==> src/rtl/crc_pkg.sv <==
// Shared types and constants for the serial CRC encoder.
package crc_pkg;

    typedef enum logic [1:0] {
        ST_IDLE = 2'd0,
        ST_DATA = 2'd1,
        ST_CRC  = 2'd2
    } crc_state_e;

    // g = x^4 + x^2 + x + 1, implicit x^4 term dropped
    localparam logic [3:0] CRC_POLY_DEFAULT = 4'b0111;

endpackage

==> src/rtl/crc_lfsr.sv <==
// Single-bit CRC update step: fb = bit ^ msb; crc' = (crc << 1) ^ (fb ? POLY : 0).
module crc_lfsr
    import crc_pkg::*;
#(
    parameter int unsigned      CRC_W = 4,
    parameter logic [CRC_W-1:0] POLY  = CRC_W'(CRC_POLY_DEFAULT)
) (
    input  logic [CRC_W-1:0] i_crc,
    input  logic             i_bit,
    output logic [CRC_W-1:0] o_crc
);

    logic fb;

    always_comb begin
        fb    = i_bit ^ i_crc[CRC_W-1];
        o_crc = {i_crc[CRC_W-2:0], 1'b0} ^ (fb ? POLY : '0);
    end

endmodule

==> src/rtl/crc_serial_enc.sv <==
// Serial CRC encoder: passes DATA_LEN message bits through, then appends the CRC MSB first.
// Define CRC_INIT_ONES_EN to preload the CRC register with all-ones instead of all-zeros.
module crc_serial_enc
    import crc_pkg::*;
#(
    parameter int unsigned      DATA_LEN = 8,
    parameter int unsigned      CRC_W    = 4,
    parameter logic [CRC_W-1:0] POLY     = CRC_W'(CRC_POLY_DEFAULT)
) (
    input  logic             i_clk,
    input  logic             i_reset_n,
    input  logic             i_start,
    input  logic             i_data,
    output logic             o_busy,
    output logic             o_data,
    output logic             o_data_valid,
    output logic [CRC_W-1:0] o_crc,
    output logic             o_crc_done
);

    localparam int unsigned CNT_MAX = (DATA_LEN > CRC_W) ? DATA_LEN : CRC_W;
    localparam int unsigned CNT_W   = $clog2(CNT_MAX);
    // DATA only sees bits 1..DATA_LEN-1; bit 0 is taken in the start cycle
    localparam logic [CNT_W-1:0] DATA_LAST = CNT_W'((DATA_LEN > 1) ? DATA_LEN - 2 : 0);
    localparam logic [CNT_W-1:0] CRC_LAST  = CNT_W'(CRC_W - 1);

`ifdef CRC_INIT_ONES_EN
    localparam logic [CRC_W-1:0] CRC_INIT = '1;
`else
    localparam logic [CRC_W-1:0] CRC_INIT = '0;
`endif

    crc_state_e       state_q, state_d;
    logic [CNT_W-1:0] cnt_q, cnt_d;
    logic [CRC_W-1:0] crc_q, crc_d;
    logic [CRC_W-1:0] crc_out_q, crc_out_d;
    logic             data_q, data_d;
    logic             valid_q, valid_d;
    logic             done_q, done_d;
    logic [CRC_W-1:0] lfsr_in, lfsr_out;
    logic             crc_bit;

    assign lfsr_in = (state_q == ST_IDLE) ? CRC_INIT : crc_q;

    crc_lfsr #(
        .CRC_W (CRC_W),
        .POLY  (POLY)
    ) u_lfsr (
        .i_crc (lfsr_in),
        .i_bit (i_data),
        .o_crc (lfsr_out)
    );

    always_comb begin
        crc_bit = 1'b0;
        for (int unsigned i = 0; i < CRC_W; i++) begin
            if (cnt_q == CNT_W'(CRC_W - 1 - i)) crc_bit = crc_q[i];
        end
    end

    always_comb begin
        state_d   = state_q;
        cnt_d     = cnt_q;
        crc_d     = crc_q;
        crc_out_d = crc_out_q;
        data_d    = 1'b0;
        valid_d   = 1'b0;
        done_d    = 1'b0;
        case (state_q)
            ST_IDLE: begin
                if (i_start) begin
                    crc_d   = lfsr_out;
                    data_d  = i_data;
                    valid_d = 1'b1;
                    cnt_d   = '0;
                    state_d = (DATA_LEN == 1) ? ST_CRC : ST_DATA;
                end
            end
            ST_DATA: begin
                crc_d   = lfsr_out;
                data_d  = i_data;
                valid_d = 1'b1;
                if (cnt_q == DATA_LAST) begin
                    state_d = ST_CRC;
                    cnt_d   = '0;
                end else begin
                    cnt_d = cnt_q + CNT_W'(1);
                end
            end
            ST_CRC: begin
                data_d  = crc_bit;
                valid_d = 1'b1;
                if (cnt_q == CRC_LAST) begin
                    state_d   = ST_IDLE;
                    cnt_d     = '0;
                    done_d    = 1'b1;
                    crc_out_d = crc_q;
                end else begin
                    cnt_d = cnt_q + CNT_W'(1);
                end
            end
            default: begin
                state_d = ST_IDLE;
                cnt_d   = '0;
            end
        endcase
    end

    always_ff @(posedge i_clk or negedge i_reset_n) begin
        if (!i_reset_n) begin
            state_q   <= ST_IDLE;
            cnt_q     <= '0;
            crc_q     <= CRC_INIT;
            crc_out_q <= '0;
            data_q    <= 1'b0;
            valid_q   <= 1'b0;
            done_q    <= 1'b0;
        end else begin
            state_q   <= state_d;
            cnt_q     <= cnt_d;
            crc_q     <= crc_d;
            crc_out_q <= crc_out_d;
            data_q    <= data_d;
            valid_q   <= valid_d;
            done_q    <= done_d;
        end
    end

    assign o_busy       = (state_q != ST_IDLE);
    assign o_data       = data_q;
    assign o_data_valid = valid_q;
    assign o_crc        = crc_out_q;
    assign o_crc_done   = done_q;

endmodule

==> config.mk <==
export PLATFORM = sky130hd
export DESIGN_NAME = crc_serial_enc
export DESIGN_NICKNAME = d
export VERILOG_FILES = /design/src/rtl/crc_pkg.sv /design/src/rtl/crc_lfsr.sv /design/src/rtl/crc_serial_enc.sv
export SDC_FILE = /design/constraint.sdc
export NUM_CORES = 1
export LEC_CHECK = 0
export CAP_MARGIN = 30
export CORE_ASPECT_RATIO = 0.9
export CORE_MARGIN = 2
export CORE_UTILIZATION = 53
export CTS_CLUSTER_DIAMETER = 100
export DETAILED_ROUTE_END_ITERATION = 10
export PLACE_DENSITY = 0.8
export SYNTH_ARGS = -nofsm -noshare
export SYNTH_HDL_FRONTEND = slang
export SYNTH_SLANG_ARGS = --single-unit
export TNS_END_PERCENT = 20
==> constraint.sdc <==
create_clock -name i_clk -period 1.7 [get_ports i_clk]
set_input_delay 0.34 -clock i_clk [delete_from_list [all_inputs] [get_ports i_clk]]
set_output_delay 0.34 -clock i_clk [all_outputs]
set_load 0.03 [all_outputs]
# Yosys cells after proc, flatten, opt, wreduce, memory -nomap -nowiden
# Index checks and enable logic that the tools add are counted.
dict set report classes {
  bitwise_logic 2
  muxes 22
  n_addsub 1
  n_eq_ne 9
  n_reduce_logical 8
}
# operator count
set op_table {}
lappend op_table {{$mux W3} 4}
lappend op_table {{$pmux W3 S3} 1}
lappend op_table {{$mux W1} 8}
lappend op_table {{$mux W4} 2}
lappend op_table {{$pmux W4 S2} 1}
lappend op_table {{$eq A3 B2 Y1 const B} 2}
lappend op_table {{$mux W2} 3}
lappend op_table {{$ne A2 B2 Y1 const B} 3}
lappend op_table {{$pmux W2 S3} 1}
lappend op_table {{$reduce_and A2 Y1} 2}
lappend op_table {{$reduce_bool A2 Y1} 2}
lappend op_table {{$xor A4 B4 Y4} 1}
lappend op_table {{$add A3 B1 Y3 const B} 1}
lappend op_table {{$eq A3 B1 Y1 const B} 1}
lappend op_table {{$eq A3 B3 Y1 const B} 1}
lappend op_table {{$logic_not A3 Y1} 1}
lappend op_table {{$pmux W1 S3} 1}
lappend op_table {{$reduce_and A3 Y1} 1}
lappend op_table {{$eq A2 B1 Y1 const B} 1}
lappend op_table {{$eq A2 B2 Y1 const B} 1}
lappend op_table {{$logic_not A2 Y1} 1}
lappend op_table {{$pmux W1 S2} 1}
lappend op_table {{$reduce_or A2 Y1} 1}
lappend op_table {{$xor A1 B1 Y1} 1}
dict set report word_totals {
  regBits 16
  word_cells 49
  out_inout_bits 8
  in_bits 4
}

# Depth between registers and ports, before layout
# Gate-level depths: netlist of the first run.
dict set report logic_depth {
  ltp_word 7
  mapped_depth 6
  depth_no_buf 5
}

# By module
# From an unflattened synthesis of the first run, not the netlist that was laid out.
dict set report unflattened {
  hier_cells 87
  hier_area_um2 1022.2
}
# mod area_each_um2 n_inst cells_per_inst
set modules_own_cells {}
lappend modules_own_cells {crc_serial_enc 950.9 1 82}
lappend modules_own_cells {crc_lfsr 71.3 1 5}

# Least setup slack after synthesis of the first run
# Ideal clock, no wire load.
dict set report synth_path {
  path_type {register to register}
  from {register cnt_q[0]}
  to {register state_q[1]}
  path_slack_ps 127
  path_buffers 0
  required_ps 1572
  synth_period_minus_slack_ps 1573
  stages_incl_launch_ff 6
  t_arrival_ps 1445
  cell_sequence {dfrtp_1 -> ha_1 -> ha_1 -> nor2b_1 -> nor3_1 -> mux2_1}
}
dict set report synth_between {
  elab_chain_len 3
}
# element line_no
set synth_rtl {}
lappend synth_rtl {{start: declaration} crc_serial_enc.sv:34} ;# logic [CNT_W-1:0] cnt_q, cnt_d;
lappend synth_rtl {{start signal: assignment} crc_serial_enc.sv:120} ;# cnt_q <= cnt_d;
lappend synth_rtl {{$eq A3 B2 Y1 or $eq A3 B3 Y1 (tied branches)} {crc_serial_enc.sv:93, crc_serial_enc.sv:83}}
lappend synth_rtl {{$ne A2 B2 Y1 (no line)} n/a}
lappend synth_rtl {{$reduce_and A3 Y1 (no line) (*)} n/a}
lappend synth_rtl {{end signal: assignment} crc_serial_enc.sv:119} ;# state_q <= state_d;
lappend synth_rtl {{end: declaration} crc_serial_enc.sv:33} ;# crc_state_e state_q, state_d;
# Every way passes the cells marked *; elsewhere a longest branch is shown, timed or not.
# A chain may end at the register's enable or synchronous reset.

# Worst setup path in the final report of the first run
dict set report layout_path {
  from {register crc_out_q[2] (netlist: o_crc[2])}
  to {output o_crc[2]}
}
# element line_no
set layout_rtl {}
lappend layout_rtl {{start: declaration} crc_serial_enc.sv:36} ;# logic [CRC_W-1:0] crc_out_q, crc_out_d;
lappend layout_rtl {{start signal: assignment} crc_serial_enc.sv:122} ;# crc_out_q <= crc_out_d;
lappend layout_rtl {{end: declaration} crc_serial_enc.sv:17} ;# output logic [CRC_W-1:0] o_crc,
# No word-level cell between the ends.

==> results.md, run 1 <==
- Total number of vias: between 700 and 800
- Antenna viol nets, final: 0
- LEAKAGE: 0.563 nW
- Average wire per standard cell: around 14 µm
- Clock tree buffer depth: 2
- Initial Util: 0.565
- Critical Path Max Stage Delay: roughly 0.67 ns
- Setup-failing EPs final: 0
- Type of destination of the critical path: output port
- Buf/Inv on CP: 1
- Hold Crit Class: primary input to async pin
- Area after DPL: roughly 1100 µm²
- Routed wire length: roughly 2000 µm
- Util after Layout: 0.699
- Rel. slew slack: 0.749
- Levels on crit path: 1
- Synth warn: 0
- Die X: ~50 µm
- Total power: about 1.9 mW
- I/O pin cnt: 12
- Final min period: 1.68 ns
- H-tree levels: 1
- Most common cell after layout, fill and taps aside: dfrtp_1
- Die Y: 44.2 µm
- Cell Rows: 14
- Seq/Total Area, Yosys: 0.421
- Dpl cells: approximately 140
- Clock skew: 0.00759 ns
- Tcrit/Tclk final: 0.985
- Initial drt markers: 12
- Cells on worst reg2reg path: 5
- Die ar.: about 2100 µm²
- Slew Limit Fails: 0
- Pin count of the biggest net entering global routing: 17
- Syn Inst Count: just over 90
- Worst path arrival time: approximately 1.3 ns
- Initial antenna violation count: 0
- First-pass GRT wire length: ~3500 µm
- Slew @ Worst Pin: 0.368 ns
- Cell Pwr Density: between 1500 and 2000 nW/µm²
- Peak Freq: slightly below 0.6 GHz
- Design area: around 1200 µm²
- R2R Setup Slk: approximately 0.070 ns
- Register clock-pin slew on the reported worst setup and hold paths: roughly 0.10 ns
- Gr ovfl total: 0
- Hold Slack: 0.343 ns
- CTS tree: done
- Final GP Congestion: between 0.7 and 0.8
- Max cap viols: 0
- FILL cells: ~140
- Root Driver: clkbuf_4
- CP startpoint kind: register
- Cts bufs inserted: 3
- Req. time, crit path: ~1.4 ns
- CTS sink cnt: 16
- Vias per cell: approximately 5.5
- Synthesized Nets: between 100 and 150
- Port buffer count: 11
- Worst IR drop on VDD: around 0.001 V
- Post-Layout Cell Count: around 140
- Setup repair after global routing missed its margin: yes
- Core Region: 1680 µm²
- Gr usage total: 0.216
- Post-DP HPWL: between 1500 and 2000 µm
- CP top delay family: buffers and inverters
- Diodes inserted: 0
- Post-synthesis cell area: 951 µm²
- Max stage delay cell, worst path: clkdlybuf4s50_1
- Number of global-route vias before repair: 769
- Synthesized flop and latch total: 16
- NumNets Final: 130
- TritonRoute pass-1 iters: 4
- Worst skew pair latency: approximately 0.30 ns
- Post-synth cell types: 28
- Setup CP Type: register to output port
- Critical-path cell list: clkdlybuf4s50_1
- Area Overhead vs Synth: 23.7%
- Fin. Hold Viols: 0
- Commonest non-fill, non-tap cells in the layout: dfrtp_1 (16), buf_4 (10), ha_1 (9), clkdlybuf4s50_1 (9)
- Worst-path fanout max: 2
- # DRC: 0
- Layout cell share with drive strength beyond 1: 0.202
- Syn avg cell area: a little over 10 µm²
- Status: finished, final reports clean
-- stage by stage --
step                      setup TNS, ns  worst slack (ns)
after floorplan                       0             0.127
after global placement                0             0.108
after detailed placement              0            0.0592
after CTS                             0            0.0346
after global routing            -0.0442           -0.0419
final                                 0            0.0249
-- layout make-up --
cell class | count | area (µm²) | area share
multi-input combinational | 66 | 512 | 0.435
sequential | 16 | 400 | 0.340
timing repair buffer | 20 | 178 | 0.151
inverter | 9 | 33.8 | 0.0287
tap | 24 | 30.0 | 0.0255
clock buffer | 3 | 22.5 | 0.0191
-- final timing paths --
kind                                start    endpoint
min in group i_clk               o_crc[0]    o_crc[0]
worst max-delay path             o_crc[2]    o_crc[2]
worst min-delay path            i_reset_n    o_crc[0]
max in group asynchronous       i_reset_n    crc_q[1]
worst min register to register   o_crc[0]    o_crc[0]
worst max register to register   cnt_q[0]  state_q[1]
-- per-layer routing --
metal  share of wire  wire length [µm]  track usage
met1            0.48               949        0.269
met2            0.47               935        0.353
met3           0.031                61       0.0405
met4           0.024                48        0.137
met5               0                 0            0
-- Yosys cell counts --
library cell / instances / share of area
nor2b_1: 3 / 0.020
xnor2_1: 3 / 0.028
inv_2: 1 / 0.0039
mux2i_1: 2 / 0.021
nand2_1: 8 / 0.032
nand3b_1: 2 / 0.016
o21ai_1: 4 / 0.021
a2111oi_0: 1 / 0.0092
mux2_2: 5 / 0.059
a22oi_1: 2 / 0.016
o32a_1: 1 / 0.011
o211ai_1: 3 / 0.024
buf_2: 2 / 0.011
or4_1: 2 / 0.016
mux2_1: 1 / 0.012
nor3b_1: 3 / 0.024
a21boi_2: 1 / 0.012
or2_2: 1 / 0.0066
nand2b_1: 1 / 0.0066
a211o_1: 1 / 0.0092
nor3_1: 1 / 0.0053
nand3_1: 3 / 0.016
dfrtp_1: 16 / 0.42
inv_1: 8 / 0.032
nor2_1: 2 / 0.0079
a21oi_1: 3 / 0.016
ha_1: 10 / 0.13
o21ai_0: 3 / 0.016
-- cells by family (layout without fill, tap and decap cells) --
logic type / Yosys count / after routing / share of synthesized area
mux: 8 / 8 / 0.0921
buf+inv: 11 / 32 / 0.0461
fa+ha+maj: 10 / 10 / 0.132
flops: 16 / 16 / 0.421
simple gates: 26 / 26 / 0.149
xor+xnor: 3 / 3 / 0.0276
compound gates: 19 / 19 / 0.133
-- sequential cells by signal, summed over array words and instances, names as in the netlist --
signal / flops
o_data_valid: 1
crc_q: 4
o_crc_done: 1
o_data: 1
o_crc: 4
state_q: 2
cnt_q: 3
-- where the power goes --
group | switching [mW] | internal, mW
clock | 0.125 | 0.0826
combinational | 0.567 | 0.506
sequential | 0.132 | 0.504
-- repair_timing --
action / in CTS / in global routing
cloned: 0 / 0
gates resized for setup: 1 / 2
endpoints found under the setup margin: 1 / 7
buffers inserted: 0 / 0
hold buffers: 0 / 0
Power figures use the tool's default switching activity.
==> inputs of run 2 (changes only) <==
==> constraint.sdc (replaced) <==
create_clock -name i_clk -period 1.8 [get_ports i_clk]
set_input_delay 0.36 -clock i_clk [delete_from_list [all_inputs] [get_ports i_clk]]
set_output_delay 0.36 -clock i_clk [all_outputs]
set_load 0.03 [all_outputs]
==> run 2 against run 1 <==
Largest cell class unchanged. Die area stayed put. Highest routed layer unchanged. Count of clock-buffer cells in the layout did not move. Final area shrank 1.9%. Global-route usage up 1.1 points. Non-clock buffer count decreased by 3. Via count shrank 0.79%. Flip-flop and latch count unchanged. Critical path depth rose by 3. Core utilization fell by 1.3 points. Hold slack improved by 0.055 ns. First-iteration DRC count is 100% higher.
==> results.md, run 2 (synthesis gave the netlist of run 1 again) <==
- Core Region: roughly 1700 µm²
- Port buffer count: 11
- Number of global-route vias before repair: 800
- Slew Limit Fails: 0
- Post-CTS setup buffers: 0
- Flop pwr share: 0.338
- Commonest non-fill, non-tap cells in the layout: dfrtp_1 (16), clkdlybuf4s50_1 (10), ha_1 (9)
- Post-Layout Cell Count: 135
- Critical-path cell list: inv_1 -> ha_2 -> inv_2 -> buf_4
- # DRC: 0
- Peak Freq: between 0.5 and 0.6 GHz
- Max stage delay cell, worst path: dfrtp_1
- Hold Crit Class: primary input to async pin
- Gr usage total: 0.227
- Design area: 1150 µm²
- Most common cell after layout, fill and taps aside: dfrtp_1
- Antenna viol nets, final: 0
- I/O pin cnt: 12
- CTS tree: done
- P_sw: around 770 µW
- Worst path arrival time: around 1.3 ns
- Diodes inserted: 0
- NumNets Final: between 100 and 150
- Tcrit/Tclk final: 0.945
- Pin count of the biggest net entering global routing: 17
- Critical Path Max Stage Delay: around 0.43 ns
- R2R Setup Slk: between 0.1 and 0.15 ns
- LEAKAGE: 0.530 nW
- Logic pwr share: 0.556
- CP top delay family: flip-flops
- Register clock-pin slew on the reported worst setup and hold paths: about 0.090 ns
- Fin. Hold Viols: 0
- RR Endpoint: state_q[1]
- First-pass GRT wire length: approximately 3700 µm
- Average wire per standard cell: 14.8 µm
- Req. time, crit path: between 1 and 1.5 ns
- Die Y: around 44 µm
- Dpl cells: between 100 and 150
- H-tree levels: 1
- Clock share of power: 0.106
- Area Overhead vs Synth: 21.3%
- Type of destination of the critical path: output port
- Initial Util: 0.565
- Gr ovfl total: 0
- Vias per cell: between 5 and 6
- Max cap viols: 0
- Worst skew pair latency: ~0.29 ns
- Post-DP HPWL: around 1500 µm
- Worst IR drop on VDD: around 0.0011 V
- Routed wire length: approximately 2000 µm
- Cell Pwr Density: between 1500 and 2000 nW/µm²
- Post-CTS sizing: 0
- Setup-failing EPs final: 0
- Total number of vias: around 750
- Final setup TNS: 0 ns
- Slew @ Worst Pin: 0.406 ns
- TritonRoute pass-1 iters: 4
- Setup CP Type: register to output port
- Initial antenna violation count: 0
- Status: finished, final reports clean
- Internal: slightly above 1 mW
- Die X: 48.7 µm
- Switch share: 0.433
- Rel. slew slack: 0.722
- Clock skew: 0.00326 ns
- Initial drt markers: 24
- Clock tree buffer depth: 2
- CTS Hold Bufs: 0
- Setup repair after global routing missed its margin: no
- Area after DPL: around 1100 µm²
- RR Startpoint: state_q[1]
- Die ar.: 2150 µm²
- Final GP Congestion: roughly 0.79
- Final setup margin: 0.0996 ns
- Cells on worst reg2reg path: 5
- Cell Rows: 14
- Root Driver: clkbuf_4
- Worst-path fanout max: 9
- CP startpoint kind: register
- CTS sink cnt: 16
- Buf/Inv on CP: 3
- Hold Slack: slightly below 0.4 ns
- Cts bufs inserted: 3
- Final min period: 1.70 ns
- Layout cell share with drive strength beyond 1: 0.180
- Dpl ws: 0.140 ns
run 2: changes by cell type in the layout (fill, tap and decap cells not counted), sizes merged:
cell           change
buf                -3
clkdlybuf4s50      +1
dlymetal6s2s       -1
run 2: final cells by class:
| class | instances | area, µm² |
|---|---|---|
| clock buffer | 3 | 22.5 |
| sequential | 16 | 400 |
| tap | 24 | 30.0 |
| multi-input combinational | 66 | 514 |
| inverter | 9 | 33.8 |
| fill | 144 | 528 |
| timing repair buffer | 17 | 153 |
run 2: metrics by stage:
step,total power [mW],utilization
finish,1.78,0.686
global route,1.94,0.686
CTS,1.75,0.682
detailed placement,1.56,0.668
global placement,1.52,0.668
floorplan,1.24,-
run 2: layer usage:
| layer | global-route usage | wire [µm] |
|---|---|---|
| met1 | 0.279 | 878 |
| met4 | 0.120 | 44 |
| met2 | 0.386 | 1020 |
| met3 | 0.0439 | 63 |
| met5 | 0 | 0 |
run 2: how the worst max path moves through the flow:
stage / startpoint / end / slack (ns) / cells after the start
4_1_cts: state_q[0] / o_busy / 0.03 / 4
6_report: state_q[0] / o_busy / 0.1 / 4
5_1_grt: state_q[0] / o_busy / 0.02 / 4
2_1_floorplan: cnt_q[0] / state_q[1] / 0.23 / 5
3_3_place_gp: state_q[1] / state_q[1] / 0.18 / 5
3_5_place_dp: state_q[0] / crc_q[1] / 0.14 / 5
run 2: worst reg2reg max path: cells and delay by family (launching register included):
kind / cells / cell delay, ns
flops: 1 / 0.43
compound gates: 1 / 0.37
mux: 1 / 0.31
fa+ha+maj: 1 / 0.28
buf+inv: 1 / 0.09
simple gates: 1 / 0.09
run 2: power by group through the flow:
| stage | clock network (mW) | logic [mW] | registers (mW) |
|---|---|---|---|
| 4_1_cts | 0.188 | 0.965 | 0.599 |
| 5_1_grt | 0.211 | 1.10 | 0.621 |
| 6_report | 0.188 | 0.988 | 0.601 |
| 3_3_place_gp | 0 | 0.921 | 0.596 |
| 2_1_floorplan | 0 | 0.609 | 0.630 |
| 3_5_place_dp | 0 | 0.959 | 0.606 |
==> RTL change 1, RTL diff (config.mk and constraints of run 2) <==
Make the reset (`i_reset_n`) synchronous in one clocked block.
--- a/src/rtl/crc_serial_enc.sv
+++ b/src/rtl/crc_serial_enc.sv
@@ -108,3 +108,3 @@
 
-    always_ff @(posedge i_clk or negedge i_reset_n) begin
+    always_ff @(posedge i_clk) begin
         if (!i_reset_n) begin
Function: differs if i_reset_n is asserted again (counterexample within 4 cycles, from zero or initial values and one cycle with i_reset_n low); with i_reset_n held inactive, the same outputs for 10 cycles.
==> RTL change 1 against run 2 <==
  * Sequential cell count did not move
  * Synthesized cell count grew 17%
  * Sequential share of layout area is 7.1 points lower
  * Final cell count is 8.1% higher
  * Count of clock-buffer cells in the layout up 1
  * Routed wire length decreased by 5.5%
  * Non-clock buffer count fell by 3
  * Clock skew rose by 0.010 ns
  * Setup slack improved by 0.020 ns
  * Utilization decreased by 1.0 points
  * Cell area up 0.54%
  * Area after synthesis up 4.3%
  * Critical path type unchanged
Power is not compared: it rests on default switching activity, and its combinational part moved more than twofold at a synthesized area within 25%.
==> RTL change 1: results (changes against run 2) <==
* Post-synthesis adder-cell area fraction at 12.6% (was 13.2%)
* Starting DRT DRC Count at 6 (was 24)
* Outcome: complete, no violations (unchanged)
* Final nets at 137 (was 127)
* GRT met1 Usage at 26.0% (was 27.9%)
* Reg-to-reg startpoint: cnt_q[0] (was state_q[1])
* Vias in the first global route at 712 (was 800)
* Largest fanout of any net on the critical path at 13 (was 9)
* Gate count of the mapped netlist at 109 (was 93)
* Routed metal-1 wirelength at 934 um (was 878 um)
* Post-route clock skew at 0.0137 ns (was 0.00326 ns)
* Hold_ws at 0.460 ns (was 0.398 ns)
* Global-route wire length before repair at 3.22 mm (was 3.68 mm)
* Total global-route track usage at 19.7% (was 22.7%)
* Internal reg-to-reg setup slack at 0.23 ns (was 0.12 ns)
* Met3 layer usage reported by global route at 2.98% (was 4.39%)
* Wirelength, routed at 1.89 mm (was 2.00 mm)
* Worst Tran Pin Value at 0.389 ns (was 0.406 ns)
* Share of post-route cells with drive strength above 1 at 14.8% (was 18.0%)
* Met2 Wirelength at 850 um (was 1.02 mm)
* Worst slack at placement at 0.175 ns (was 0.140 ns)
* Vias per std cell at 5.47 (was 5.59)
* Routed wl met3 at 64 um (was 63 um)
* Yosys cell types at 39 (was 28)
* Family with the most delay on the worst path: buffers and inverters (was flip-flops)
* Non-filler cells, final at 146 (was 135)
* Net count after synthesis at 123 (was 107)
* Type of the tightest min-delay check: reg -> reg (was in -> async)
* Global routing met2 resource utilization at 32.0% (was 38.6%)
* Half-perimeter wire length after placement at 1.45 mm (was 1.53 mm)
* Complex-gate fraction of the synthesized area at 24.8% (was 13.3%)
* Start point of the critical path: state_q[0] (unchanged)
* Worst reg2reg endpoint: state_q[1] (unchanged)
* Asr flop ratio synth at 0% (was 100%)
* Slowest cell on crit path: dfxtp_1 (was dfrtp_1)
* WP data arrival at 1.32 ns (was 1.34 ns)
## RTL change 1: changes by cell type after synthesis, sizes merged, moves of 3 or more
| cell | delta |
|---|---|
| dfrtp | -16 |
| dfxtp | +16 |
| a21oi | +6 |
| mux2 | -5 |
| o21ai | -4 |
| nand3 | +3 |
| nor2b | +3 |
| nor3b | -3 |
## RTL change 1: repair_timing
action | CTS | global route
endpoints found under the hold margin | 0 | 0
endpoints found under the setup margin | 1 | 0
resized for setup | 1 | 0
hold buffers | 0 | 0
buffers inserted | 0 | 0
## RTL change 1: report_power, final
group	switching (W)	total, W	internal, W
Combinational	0.000208	0.000371	0.000162
Clock	0.000118	0.000242	0.000123
Sequential	0.0000303	0.000417	0.000387
Total	0.000357	0.00103	0.000672
## RTL change 1: layout make-up
cell class / instances / area [um^2]
Fill cell: 156 / 557
Inverter: 11 / 41.3
Multi-Input combinational cell: 77 / 602
Timing Repair Buffer: 14 / 130
Clock buffer: 4 / 36.3
Sequential cell: 16 / 320
Tap cell: 24 / 30.0
==> RTL change 2, RTL diff (flow settings as in run 2) <==
Made on the original files. Change the parameter `DATA_LEN` from 8 to 16.
--- a/src/rtl/crc_serial_enc.sv
+++ b/src/rtl/crc_serial_enc.sv
@@ -5,3 +5,3 @@
 #(
-    parameter int unsigned      DATA_LEN = 8,
+    parameter int unsigned      DATA_LEN = 16,
     parameter int unsigned      CRC_W    = 4,
Formal check against the unedited RTL: not equivalent (a bounded check fails within 10 cycles, from zero or initial values and one cycle with i_reset_n low).
==> RTL change 2 against run 2 <==
  * Total power decreased by 11%
  * Area after synthesis increased by 3.8%
  * Sequential cell count increased by 1
  * Setup slack got worse by 0.047 ns
  * Via count increased by 5.2%
  * Routed wire length increased by 8.7%
  * Critical path type unchanged
  * Non-clock buffer count increased by 2
  * Largest cell class unchanged
  * Cell area increased by 3.4%
==> RTL change 2: results (changes against run 2) <==
* Part of the total power dissipated in the clock network at 12.9% (was 10.6%)
* Worst IR drop on VDD at 850 uV (was 1070 uV)
* Power in sequential cells at 0.000567 W (was 0.000601 W)
* GRT met1 Usage at 29.8% (was 27.9%)
* Cell area reported after detailed placement at 1150 um^2 (was 1120 um^2)
* Largest stage delay, worst path at 0.45 ns (was 0.43 ns)
* Vias per std cell at 5.58 (was 5.59)
* Leak at 0.535 nW (was 0.530 nW)
* Met3 layer usage reported by global route at 2.98% (was 4.39%)
* Half-perimeter wire length after placement at 1.58 mm (was 1.53 mm)
* Synth area leaders: dfrtp_1 (43%), ha_1 (10%), mux2_2 (4.6%) (was dfrtp_1 (42%), ha_1 (13%), mux2_2 (5.9%))
* Global routing met2 resource utilization at 35.9% (was 38.6%)
* Wirelength, routed at 2.18 mm (was 2.00 mm)
* Maximum number of pins on one net before global-route repair at 18 (was 17)
* Total global-route track usage at 21.4% (was 22.7%)
* Post-synthesis adder-cell area fraction at 10.1% (was 13.2%)
* Global placement routability congestion at 0.884 (was 0.792)
* Net count after synthesis at 110 (was 107)
* Post-route clock skew at 0.00790 ns (was 0.00326 ns)
* Share of post-route cells with drive strength above 1 at 19.5% (was 18.0%)
* Number of instances resized during post-cts repair at 1 (was 0)
* Worst slack at placement at 0.107 ns (was 0.140 ns)
* Complex-gate fraction of the synthesized area at 13.8% (was 13.3%)
* Mux cell area share after synthesis at 5.58% (was 9.21%)
* Internal reg-to-reg setup slack at 0.09 ns (was 0.12 ns)
* Family with the most delay on the worst path: flip-flops (unchanged)
* Detailed-route via count at 793 (was 754)
* Routed wl met3 at 73 um (was 63 um)
* Largest fanout of any net on the critical path at 10 (was 9)
* WP data arrival at 1.39 ns (was 1.34 ns)
* Met2 Wirelength at 1.04 mm (was 1.02 mm)
* Yosys cell types at 33 (was 28)
* Count of TritonRoute iterations in the first routing pass at 4 (unchanged)
* Filler Cell Count at 147 (was 144)
* Routed metal-1 wirelength at 1.03 mm (was 878 um)
* Hold_ws at 0.384 ns (was 0.398 ns)
* Worst reg2reg endpoint: cnt_q[2] (was state_q[1])
* Xor and xnor area share after synthesis at 2.66% (was 2.76%)
* Top post-synthesis cells by count: dfrtp_1 (17), nor2_1 (10), ha_1 (8) (was dfrtp_1 (16), ha_1 (10), inv_1 (8), nand2_1 (8), mux2_2 (5))
* Global-route wire length before repair at 3.55 mm (was 3.68 mm)
* Total area of multi-input combinational cells at 517 um^2 (was 514 um^2)
* Reg-to-reg startpoint: state_q[0] (was state_q[1])
* Clock group power at 0.000204 W (was 0.000188 W)
* Switching part of the total power at 41.6% (was 43.3%)
* Sequential-to-total area share from yosys stat at 43.1% (was 42.1%)
* Number of placed instances, taps included at 137 (was 132)
* Vias in the first global route at 757 (was 800)
* Outcome: complete, no violations (unchanged)
* Gate count of the mapped netlist at 98 (was 93)
* Final nets at 131 (was 127)
* Starting DRT DRC Count at 14 (was 24)
## RTL change 2: cell types whose count changed in the layout (fill, tap and decap cells not counted), sizes merged, moves of 3 or more
cell           run 2  this run
nor2               2        10
nand2              8         5
o22ai              0         3
o211ai             3         0
nor3               1         4
## RTL change 2: how the worst max path moves through the flow
stage / start / to / cells past startpoint
after floorplan: cnt_q[0] / cnt_q[2] / 5
after global placement: cnt_q[0] / cnt_q[2] / 5
after detailed placement: state_q[1] / cnt_q[2] / 7
after CTS: state_q[0] / cnt_q[2] / 5
after global routing: state_q[1] / o_busy / 4
final: state_q[1] / o_busy / 4
## RTL change 2: cell type report
| type | instances | share of cell area [%] |
|---|---|---|
| flip-flops and latches | 17 | 35.7 |
| multi-input cells | 71 | 43.3 |
| well taps | 24 | 2.52 |
| inverters | 7 | 2.20 |
| clock buffers | 4 | 2.20 |
| repair buffers | 19 | 14.1 |
